File: config.mk
export PLATFORM = sky130hd
export DESIGN_NAME = i2c_slave_rx_ctrl
export DESIGN_NICKNAME = d
export VERILOG_FILES = /design/src/rtl/i2c_slave_pkg.sv /design/src/rtl/i2c_bit_shifter.sv /design/src/rtl/i2c_slave_rx_ctrl.sv
export SDC_FILE = /design/constraint.sdc
export NUM_CORES = 1
export LEC_CHECK = 0
export BUFFER_PORTS_ARGS = -buffer_cell sky130_fd_sc_hd__clkbuf_2
export CAP_MARGIN = 20
export CORE_MARGIN = 2
export CORE_UTILIZATION = 30
export DETAILED_ROUTE_END_ITERATION = 16
export PLACE_DENSITY = 0.47
export SKIP_CTS_REPAIR_TIMING = 1
export SYNTH_ARGS = -nofsm -noshare
export SYNTH_HDL_FRONTEND = slang
export SYNTH_SLANG_ARGS = --single-unit
File: constraint.sdc
create_clock -name SCL -period 2.3 [get_ports SCL]
set_input_delay 0.46 -clock SCL [delete_from_list [all_inputs] [get_ports SCL]]
set_output_delay 0.46 -clock SCL [all_outputs]
set_load 0.02 [all_outputs]
File: src/rtl/i2c_slave_pkg.sv
// Shared types and constants for the I2C slave receive path.
package i2c_slave_pkg;

  typedef enum logic [2:0] {
    StIdle    = 3'd0,
    StDevId   = 3'd1,
    StAckDev  = 3'd2,
    StAddr    = 3'd3,
    StAckAddr = 3'd4,
    StData    = 3'd5,
    StAckData = 3'd6,
    StIgnore  = 3'd7
  } state_e;

  localparam logic [6:0]  DefaultDevAddr = 7'b1010000;
  localparam int unsigned ByteLen        = 8;

  // The shift register holds the first bus bit in [0], so the address compares reversed.
  function automatic logic addr_match(input logic [7:0] sr, input logic [6:0] addr);
    logic m;
    m = 1'b1;
    for (int i = 0; i < 7; i++) begin
      if (sr[i] != addr[6-i]) m = 1'b0;
    end
    return m;
  endfunction

endpackage

File: src/rtl/i2c_bit_shifter.sv
// Receive shift register with a bit counter; flags the sample that completes a byte.
module i2c_bit_shifter
  import i2c_slave_pkg::*;
(
  input  logic               clk_i,
  input  logic               rst_ni,
  input  logic               shift_en_i,
  input  logic               sda_i,
  output logic [ByteLen-1:0] shift_o,
  output logic [ByteLen-1:0] shift_next_o,
  output logic               byte_done_o
);

  localparam int unsigned CntW = $clog2(ByteLen);
  localparam logic [CntW-1:0] LastBit = CntW'(ByteLen - 1);

  logic [ByteLen-1:0] sr_q, sr_d;
  logic [CntW-1:0]    cnt_q, cnt_d;

  assign shift_next_o = {sda_i, sr_q[ByteLen-1:1]};
  assign shift_o      = sr_q;
  assign byte_done_o  = shift_en_i & (cnt_q == LastBit);

  // Counter is held at zero whenever not shifting, so every byte entry starts clean.
  always_comb begin
    sr_d  = sr_q;
    cnt_d = '0;
    if (shift_en_i) begin
      sr_d  = shift_next_o;
      cnt_d = cnt_q + CntW'(1);
    end
  end

  always_ff @(posedge clk_i or negedge rst_ni) begin
    if (!rst_ni) begin
      sr_q  <= '0;
      cnt_q <= '0;
    end else begin
      sr_q  <= sr_d;
      cnt_q <= cnt_d;
    end
  end

endmodule

File: src/rtl/i2c_slave_rx_ctrl.sv
// I2C slave receive controller: address match, ACK drive and per-byte load strobes.
module i2c_slave_rx_ctrl
  import i2c_slave_pkg::*;
#(
  parameter logic [6:0] DEV_ADDR = DefaultDevAddr
) (
  input  logic       SCL,
  input  logic       RST_n,
  input  logic       SDA_in,
  input  logic       StartDet,
  input  logic       StopDet,
  output logic [7:0] ShiftRegOut,
  output logic       LoadDeviceId,
  output logic       LoadAddr,
  output logic       LoadData,
  output logic       SDA_oe,
  output logic       Busy
);

  state_e     state_q, state_d;
  logic       shift_en, byte_done, id_match;
  logic [7:0] shift_next;
  logic       load_dev_q, load_dev_d;
  logic       load_addr_q, load_addr_d;
  logic       load_data_q, load_data_d;
  logic       sda_oe_q;

  // Start/stop edges carry no data bit; the shifter is frozen and its counter cleared.
  assign shift_en = (state_q inside {StDevId, StAddr, StData}) & ~StartDet & ~StopDet;
  assign id_match = addr_match(shift_next, DEV_ADDR);

  i2c_bit_shifter u_shifter (
    .clk_i        (SCL),
    .rst_ni       (RST_n),
    .shift_en_i   (shift_en),
    .sda_i        (SDA_in),
    .shift_o      (ShiftRegOut),
    .shift_next_o (shift_next),
    .byte_done_o  (byte_done)
  );

  always_comb begin
    state_d     = state_q;
    load_dev_d  = 1'b0;
    load_addr_d = 1'b0;
    load_data_d = 1'b0;
    if (StopDet) begin
      state_d = StIdle;
    end else if (StartDet) begin
      state_d = StDevId;
    end else begin
      unique case (state_q)
        StIdle:    state_d = StIdle;
        StDevId: begin
          if (byte_done) begin
            state_d    = id_match ? StAckDev : StIgnore;
            load_dev_d = id_match;
          end
        end
        // Read transfers belong to the transmit block.
        StAckDev:  state_d = ShiftRegOut[7] ? StIgnore : StAddr;
        StAddr: begin
          if (byte_done) begin
            state_d     = StAckAddr;
            load_addr_d = 1'b1;
          end
        end
        StAckAddr: state_d = StData;
        StData: begin
          if (byte_done) begin
            state_d     = StAckData;
            load_data_d = 1'b1;
          end
        end
        StAckData: state_d = StData;
        StIgnore:  state_d = StIgnore;
        default:   state_d = StIdle;
      endcase
    end
  end

  always_ff @(posedge SCL or negedge RST_n) begin
    if (!RST_n) begin
      state_q     <= StIdle;
      load_dev_q  <= 1'b0;
      load_addr_q <= 1'b0;
      load_data_q <= 1'b0;
    end else begin
      state_q     <= state_d;
      load_dev_q  <= load_dev_d;
      load_addr_q <= load_addr_d;
      load_data_q <= load_data_d;
    end
  end

  // ACK is launched on the falling edge so SDA changes only while SCL is low.
  always_ff @(negedge SCL or negedge RST_n) begin
    if (!RST_n) begin
      sda_oe_q <= 1'b0;
    end else begin
      sda_oe_q <= ~StopDet & (state_q inside {StAckDev, StAckAddr, StAckData});
    end
  end

  assign LoadDeviceId = load_dev_q;
  assign LoadAddr     = load_addr_q;
  assign LoadData     = load_data_q;
  assign SDA_oe       = sda_oe_q;
  assign Busy         = (state_q != StIdle) && (state_q != StIgnore);

endmodule

; Yosys cells after proc, flatten, opt, wreduce, memory -nomap -nowiden
; Index checks and enable logic that the tools add are counted.
[classes]
n_addsub = 1
n_eq_ne = 12
muxes = 27
n_bitwise = 6
n_reduce_logical = 7
[ops]
columns = operator, count
row1 = $mux 3, 8
row2 = $pmux 3 s7, 1
row3 = $mux 1, 18
row4 = $eq 3x3->1 const B, 5
row5 = $ne 4x4->1 const B, 3
row6 = $reduce_bool 3->1, 3
row7 = $eq 3x2->1 const B, 2
row8 = $and 1x1->1, 4
row9 = $add 3x1->3 const B, 1
row10 = $eq 3x1->1 const B, 1
row11 = $logic_not 3->1, 1
row12 = $ne 3x3->1 const B, 1
row13 = $reduce_and 3->1, 1
row14 = $not 1->1, 2
row15 = $reduce_or 2->1, 1
row16 = $logic_and 1x1->1, 1
[totals]
regBits = 18
wordCells = 60

; Depth between registers and ports, before layout
; Gate-level depths: netlist of run 1.
[depth]
depth_word = 12
depth_mapped = 5
ltp_nobuf = 5

; Cells and area by module
; A second synthesis of run 1 with hierarchy kept.
[hier_totals]
hier_cells = 70
hier_area_um2 = 875.8
[modules_own_cells]
columns = module, n_inst, cells_each, area_per_inst_um2, seq_area_each_um2
row1 = i2c_bit_shifter, 1, 34, 509.2, 275.3
row2 = i2c_slave_rx_ctrl, 1, 36, 366.6, 175.2

==> results of run 1 <==
## Yosys cell counts, types with 2 or more instances
library cell	instances	area, µm²
mux2_2	4	45.04
mux2_4	4	60.06
nor2b_1	2	12.51
buf_6	2	22.52
nor3b_1	2	15.01
dfrtp_1	17	425.4
inv_1	4	15.01
nor2_1	5	18.77
and3_1	3	18.77
nand2_1	2	7.510
nor3_1	3	15.01
ha_1	2	25.02
## cell families (layout without fill, tap and decap cells)
group,count (synthesis),count (layout),share of synthesized area
AO/OA/AOI/OAI,5,5,0.04742
XOR/XNOR,1,1,0.01071
multiplexers,8,8,0.1284
buffers and inverters,7,27,0.05197
adder cells (fa/ha/maj),2,2,0.03058
flip-flops,18,18,0.5505
AND/OR/NAND/NOR,23,23,0.1804
## worst paths after layout
check	start	end	slack, ps	cells past startpoint
worst min register to register	u_shifter.cnt_q[0]	u_shifter.cnt_q[0]	450	1
max in group asynchronous	RST_n	SDA_oe	1180	1
worst max-delay path	SDA_oe	SDA_oe	-120	1
min in group SCL	StopDet	state_q[0]	390	2
worst min-delay path	RST_n	LoadAddr	150	2
worst max register to register	state_q[2]	SDA_oe	280	2
## per-layer routing
metal  up-vias  GRT usage  part of all wire
li1        263          -                 -
met1       271     0.1470              0.47
met2        13     0.1866              0.47
met3         2    0.02326             0.047
met4         0    0.05102            0.0099
met5         -          0                 0
## flip-flops by register name, summed over array words and instances (netlist names)
register and flops:
u_shifter.shift_o 8, LoadAddr 1, state_q 3, SDA_oe 1
LoadDeviceId 1, u_shifter.cnt_q 3, LoadData 1
## layout make-up
| type | count | area (µm²) |
|---|---|---|
| clock buffer | 4 | 26.28 |
| fill | 286 | 1562 |
| inverter | 4 | 15.01 |
| multi-input combinational | 39 | 325.3 |
| sequential | 18 | 450.4 |
| tap | 30 | 37.54 |
| timing repair buffer | 19 | 106.4 |
## power breakdown
part	switching [mW]	total (mW)	internal, mW
clock	0.0977	0.165	0.0674
sequential	0.0547	0.422	0.367
combinational	0.118	0.218	0.101
==> run summary, run 1 <==
Status -> finished with violations
Failing checks -> setup timing
Number of placed instances, taps included -> 110
Clk_skew -> 0.8186 ps
Largest net degree at the start of global routing -> 18
Commonest non-fill, non-tap cell in the layout -> dfrtp_1
Setup TNS Final -> -119.9 ps
Ys async rst share -> 1.000
CTS H-Tree Depth -> 1
Data required time of the worst path -> 1840 ps
Most frequent cells in the layout -> dfrtp_1, clkbuf_2, nor2_1
GRT overflow -> 0
Final setup viols -> 1
Rel. slew slack -> 0.7364
GRT Util Overall -> 0.1149
Mean Syn Cell Area -> 12.79 µm²
Syn Inst Count -> 64
Worst Path Buf+Inv -> 1
Placed Area -> 928.4 µm²
Final std cells w/o fill -> 114
Layout cell share with drive strength beyond 1 -> 0.4048
Maximum VDD drop -> 394.1 µV
Row count -> 18
Worst-path maximum fanout -> 1
Critical path, cell by cell -> buf_6
Wire length per cell -> 13.27 µm
Utilization after layout -> 0.3810
Layout Nets -> 92
DIE AREA -> 0.003161 mm²
Root buffer cell -> clkbuf_4
Post-synthesis sequential area ratio -> 0.5505
Worst-path clk slew -> 100 ps
CTS Buffer Depth -> 2
Port buffer count -> 17
Library cells used by synthesis -> 26
Final GP Congestion -> 0.6704
Clock sinks -> 18
Largest delay share family, worst path -> flip-flops
TritonCTS clock tree -> done
Pwr Density -> 838.2 mW/mm²
RSZ-0062 raised after global routing -> yes
DR iter-0 viols -> 7
Global-route wire length before repair -> 2822 µm
Antenna violations before repair -> 0
Vias in the first global route -> 618
WL final -> 1513 µm
Fin area -> 960.9 µm²
Place WS -> 169.7 ps
Ports -> 18
Synth-to-layout area growth -> 17.43%
DRC viols -> 0
Final Power -> 805.5 µW
Max-Cap Viols -> 0
Die width -> 56.23 µm
Yosys Warn Count -> 0
Synth Register Bits -> 18
Most frequently used flop master after synthesis -> dfrtp_1
Worst min-delay path category -> in -> async
Worst endpoint data arrival time -> 1960 ps
Initial Utilization -> 0.3244
CP max stage delay -> 410 ps
Syn_nets -> 71
Drt first pass iters -> 4
Vias -> 549
Worst skew pair latency -> 290 ps
Slowest cell on the critical path -> dfrtn_1
TritonCTS Buffers -> 3
Class of the most critical setup path -> reg -> out
Post-synth EDFFs -> 0
HPWL Detailed -> 1102 µm
Chip height -> 56.23 µm
Post-route setup slack -> -119.9 ps
ANT cells -> 0
Fin. Hold Viols -> 0
Worst Setup Start Kind -> flop
CP Capture Type -> primary output
Via density -> 4.816
Detail Route Antenna Nets -> 0
Final slew viol count -> 0
Core Box Area -> 0.002522 mm²
Synth Cell Area -> 818.3 µm²
Hold WS -> 153.8 ps
LEAKAGE -> 0.4815 nW
Slew @ Worst Pin -> 391.8 ps
Note: power is estimated with default switching activity, not from simulation.
==> run 2: changes to the inputs <==
- CTS_BUF_LIST: default -> sky130_fd_sc_hd__clkbuf_4
- PLACE_DENSITY: 0.47 -> 0.56
- SLEW_MARGIN: default -> 20
==> run summary, run 2 (synthesized netlist as in run 1, its figures left out) <==
Hold WS -> 153.1 ps (-0.6380 ps)
Reg2Reg Setup Slack -> 300 ps (+20 ps)
Rel. slew slack -> 0.7795 (+0.04308)
Vias in the first global route -> 537 (-13%)
Failing checks -> setup timing
ANT cells -> 0 (unchanged)
Largest net degree at the start of global routing -> 18 (unchanged)
Worst endpoint data arrival time -> 1960 ps (about the same)
Commonest non-fill, non-tap cell in the layout -> dfrtp_1
GRT met3 Usage -> 0.03256 (+0.009302)
Root buffer cell -> clkbuf_4
DIE AREA -> 0.003161 mm² (unchanged)
LEAKAGE -> 0.4819 nW (about the same)
Row count -> 18 (unchanged)
Max FFs per register -> 8 (unchanged)
Fill cell count -> 278 (-2.8%)
Area of the multi-input gates -> 325.3 µm² (unchanged)
Sequential cell area -> 450.4 µm² (unchanged)
Data required time of the worst path -> 1840 ps (about the same)
Layout cell share with drive strength beyond 1 -> 0.4048 (unchanged)
Largest delay share family, worst path -> flip-flops
Post-route setup slack -> -120.2 ps (-0.3200 ps)
Reg2Reg Depth -> 2 (unchanged)
Via density -> 4.693 (-2.6%)
Initial Utilization -> 0.3244 (unchanged)
Final setup viols -> 1 (unchanged)
DRC viols -> 0 (unchanged)
CTS H-Tree Depth -> 1 (unchanged)
FF-to-FF Start -> state_q[2]
Worst Path Buf+Inv -> 1 (unchanged)
Core Box Area -> 0.002522 mm² (unchanged)
Maximum VDD drop -> 510.3 µV (+30%)
Most frequent cells in the layout -> dfrtp_1, clkbuf_2, nor2_1
Port buffer count -> 17 (unchanged)
Max-Cap Viols -> 0 (unchanged)
Chip height -> 56.23 µm (unchanged)
Met1 usage -> 0.1286 (-0.01840)
Worst min-delay path category -> in -> async
Drt first pass iters -> 2 (-2)
Worst-path maximum fanout -> 1 (unchanged)
Pwr Density -> 829.8 mW/mm² (-1.0%)
Vias -> 535 (-2.6%)
Critical path, cell by cell -> buf_6
Wire length per cell -> 12.73 µm (-4.1%)
Top Usage Layer GRT -> met2
Antenna violations before repair -> 0 (unchanged)
GRT Util Overall -> 0.1050 (-0.009954)
WL final -> 1451 µm (-4.1%)
Worst skew pair latency -> 290 ps (about the same)
CP max stage delay -> 410 ps (about the same)
Worst-path clk slew -> 100 ps (about the same)
CP Capture Type -> primary output
Slowest cell on the critical path -> dfrtn_1
Worst Setup Start Kind -> flop
Synth-to-layout area growth -> 17.43% (unchanged)
Global-route wire length before repair -> 2525 µm (-11%)
Final slew viol count -> 0 (unchanged)
Die width -> 56.23 µm (unchanged)
Slew @ Worst Pin -> 327.8 ps (-64.03 ps)
Detail Route Antenna Nets -> 0 (unchanged)
TritonCTS Buffers -> 3 (unchanged)
CTS Buffer Depth -> 2 (unchanged)
Ports -> 18 (unchanged)
Final GP Congestion -> 0.7719 (+15%)
GR Layer Usage met2 -> 0.1613 (-0.02521)
Status -> finished with violations
Clock sinks -> 18 (unchanged)
Class of the most critical setup path -> reg -> out
Final Power -> 797.4 µW (-1.0%)
Layout Nets -> 92 (unchanged)
Clk_skew -> 1.232 ps (+0.4133 ps)
GRT overflow -> 0 (unchanged)
TritonCTS clock tree -> done
HPWL Detailed -> 1083 µm (-1.7%)
RSZ-0062 raised after global routing -> yes
RR Endpoint -> SDA_oe
Fin. Hold Viols -> 0 (unchanged)
DR iter-0 viols -> 3 (-4)
-- run 2: cell count changes in the layout (fill, tap and decap cells not counted), sizes merged --
cell / change
clkinv: +1
clkbuf: -1
-- run 2: how the worst max path moves through the flow --
stage | from | endpoint | cells past startpoint
after CTS | SDA_oe | SDA_oe | 1
after floorplan | SDA_oe | SDA_oe | 0
final | SDA_oe | SDA_oe | 1
after global routing | SDA_oe | SDA_oe | 1
after global placement | SDA_oe | SDA_oe | 1
after detailed placement | SDA_oe | SDA_oe | 1
-- run 2: area by class of cell --
class | count | share of cell area
timing repair buffer | 19 | 0.1107
inverter | 4 | 0.01562
multi-input combinational | 39 | 0.3385
clock inverter | 1 | 0.003906
tap | 30 | 0.03906
sequential | 18 | 0.4687
clock buffer | 3 | 0.02344
-- run 2: per-stage QoR --
step                      area [µm²]  instances  setup slack (ps)  setup TNS (ps)    util
final                          960.9        114            -120.2          -120.2  0.3810
after global routing           960.9        114            -149.5          -149.5  0.3810
after CTS                      954.7        114            -159.0          -159.0  0.3785
after detailed placement       928.4        110             166.6               0  0.3681
after global placement         928.4        110             169.2               0  0.3681
after floorplan                818.3         64             217.3               0       -
-- run 2: metal layers --
layer | wire length, µm | up-vias
met1 | 684 | 257
met2 | 660 | 13
met5 | 0 | -
met3 | 73 | 4
li1 | - | 261
met4 | 31 | 0
-- run 2: power by group --
group,switching [mW],leakage [nW],internal (mW)
Combinational,0.115,0.225,0.101
Clock,0.0969,0.0154,0.0631
Sequential,0.0540,0.241,0.367
Total,0.266,0.482,0.531
==> run 3: changes to the inputs <==
- BUFFER_PORTS_ARGS: -buffer_cell sky130_fd_sc_hd__clkbuf_2 -> -buffer_cell sky130_fd_sc_hd__buf_2
==> run summary, run 3 (synthesized netlist as in run 1, its figures left out) <==
Setup TNS Final -> -115.6 ps (+4.592 ps)
Row count -> 18 (unchanged)
TritonCTS clock tree -> done
Clk_skew -> 1.786 ps (+0.5536 ps)
LEAKAGE -> 0.4901 nW (+1.7%)
Reg2Reg Depth -> 2 (unchanged)
Status -> finished with violations
CTS H-Tree Depth -> 1 (unchanged)
CTS Buffer Depth -> 2 (unchanged)
Core Box Area -> 0.002522 mm² (unchanged)
Largest net degree at the start of global routing -> 18 (unchanged)
Detail Route Antenna Nets -> 0 (unchanged)
Maximum VDD drop -> 530.0 µV (+3.9%)
CP max stage delay -> 410 ps (about the same)
Fill cell count -> 275 (-1.1%)
Layout Nets -> 92 (unchanged)
Worst Path Buf+Inv -> 1 (unchanged)
Fin. Hold Viols -> 0 (unchanged)
Via density -> 4.658 (-0.75%)
WL final -> 1512 µm (+4.2%)
Class of the most critical setup path -> reg -> out
GRT overflow -> 0 (unchanged)
Place WS -> 173.9 ps (+7.310 ps)
Vias -> 531 (-0.75%)
Slew @ Worst Pin -> 341.0 ps (+13.20 ps)
Hold WS -> 149.0 ps (-4.100 ps)
Failing checks -> setup timing
Synth-to-layout area growth -> 17.89%
Ports -> 18 (unchanged)
TritonCTS Buffers -> 3 (unchanged)
Worst-path maximum fanout -> 1 (unchanged)
Critical path, cell by cell -> buf_6
Drt first pass iters -> 2 (unchanged)
Root buffer cell -> clkbuf_4
Port buffer count -> 17 (unchanged)
Placed Area -> 928.4 µm² (unchanged)
DR iter-0 viols -> 6 (+3)
ANT cells -> 0 (unchanged)
Final setup viols -> 1 (unchanged)
Die width -> 56.23 µm (unchanged)
Worst-path clk slew -> 100 ps (about the same)
Final Power -> 809.8 µW (+1.5%)
Worst skew pair latency -> 280 ps (about the same)
Largest delay share family, worst path -> flip-flops
Final GP Congestion -> 0.7671 (-0.62%)
Worst min-delay path category -> in -> async
Worst Setup Start Kind -> flop
Worst endpoint data arrival time -> 1960 ps (about the same)
Number of placed instances, taps included -> 110 (unchanged)
Layout cell share with drive strength beyond 1 -> 0.4167 (+0.01190)
Max FFs per register -> 8 (unchanged)
Wire length per cell -> 13.26 µm (+4.2%)
Initial Utilization -> 0.3244 (unchanged)
RSZ-0062 raised after global routing -> yes
Pwr Density -> 839.4 mW/mm² (+1.2%)
DRC viols -> 0 (unchanged)
Vias in the first global route -> 533 (-0.74%)
Max-Cap Viols -> 0 (unchanged)
Antenna violations before repair -> 0 (unchanged)
Chip height -> 56.23 µm (unchanged)
CP Depth -> 1 (unchanged)
Utilization after layout -> 0.3824 (+0.001488)
Clock sinks -> 18 (unchanged)
Rel. slew slack -> 0.7706 (-0.008885)
Global-route wire length before repair -> 2608 µm (+3.3%)
Post-route setup slack -> -115.6 ps (+4.592 ps)
Final slew viol count -> 0 (unchanged)
Fin area -> 964.7 µm² (+0.39%)
GRT Util Overall -> 0.1066 (+0.001606)
CP Capture Type -> primary output
Commonest non-fill, non-tap cell in the layout -> dfrtp_1
Slowest cell on the critical path -> dfrtn_1
Data required time of the worst path -> 1840 ps (about the same)
Most frequent cells in the layout -> dfrtp_1, buf_2, nor2_1
Final std cells w/o fill -> 114 (unchanged)
HPWL Detailed -> 1124 µm (+3.9%)
DIE AREA -> 0.003161 mm² (unchanged)
[run 3: cell count changes in the layout (fill, tap and decap cells not counted)]
cell / before / now
clkbuf_4: 3 / 4
buf_2: 0 / 16
clkbuf_2: 16 / 0
clkinv_1: 1 / 0
[run 3: routing by layer]
| metal | wire length (µm) | share of wire | vias up | track usage |
|---|---|---|---|---|
| li1 | - | - | 265 | - |
| met1 | 728 | 0.48 | 253 | 0.1393 |
| met2 | 717 | 0.47 | 11 | 0.1681 |
| met3 | 55 | 0.036 | 2 | 0.02791 |
| met4 | 10 | 0.0066 | 0 | 0.04082 |
| met5 | 0 | 0 | - | 0 |
[run 3: worst paths after layout]
path                                    start                    to  slack (ps)
max                                    SDA_oe                SDA_oe        -120
min                                     RST_n  u_shifter.shift_o[2]         150
max reg2reg                        state_q[2]                SDA_oe         310
min reg2reg                u_shifter.cnt_q[0]    u_shifter.cnt_q[0]         450
max in group asynchronous               RST_n                SDA_oe        1180
min in group SCL                      StopDet            state_q[0]         390
[run 3: final cells by class]
class | instances | area, µm² | share of cell area
Inverter | 4 | 15.01 | 0.01556
Clock buffer | 4 | 30.03 | 0.03113
Sequential cell | 18 | 450.4 | 0.4669
Multi-Input combinational cell | 39 | 325.3 | 0.3372
Timing Repair Buffer | 19 | 106.4 | 0.1102
Tap cell | 30 | 37.54 | 0.03891
[run 3: where the power goes]
group	total (mW)	internal [mW]	switching (mW)
sequential	0.421	0.368	0.0533
clock	0.171	0.0791	0.0921
combinational	0.218	0.102	0.116
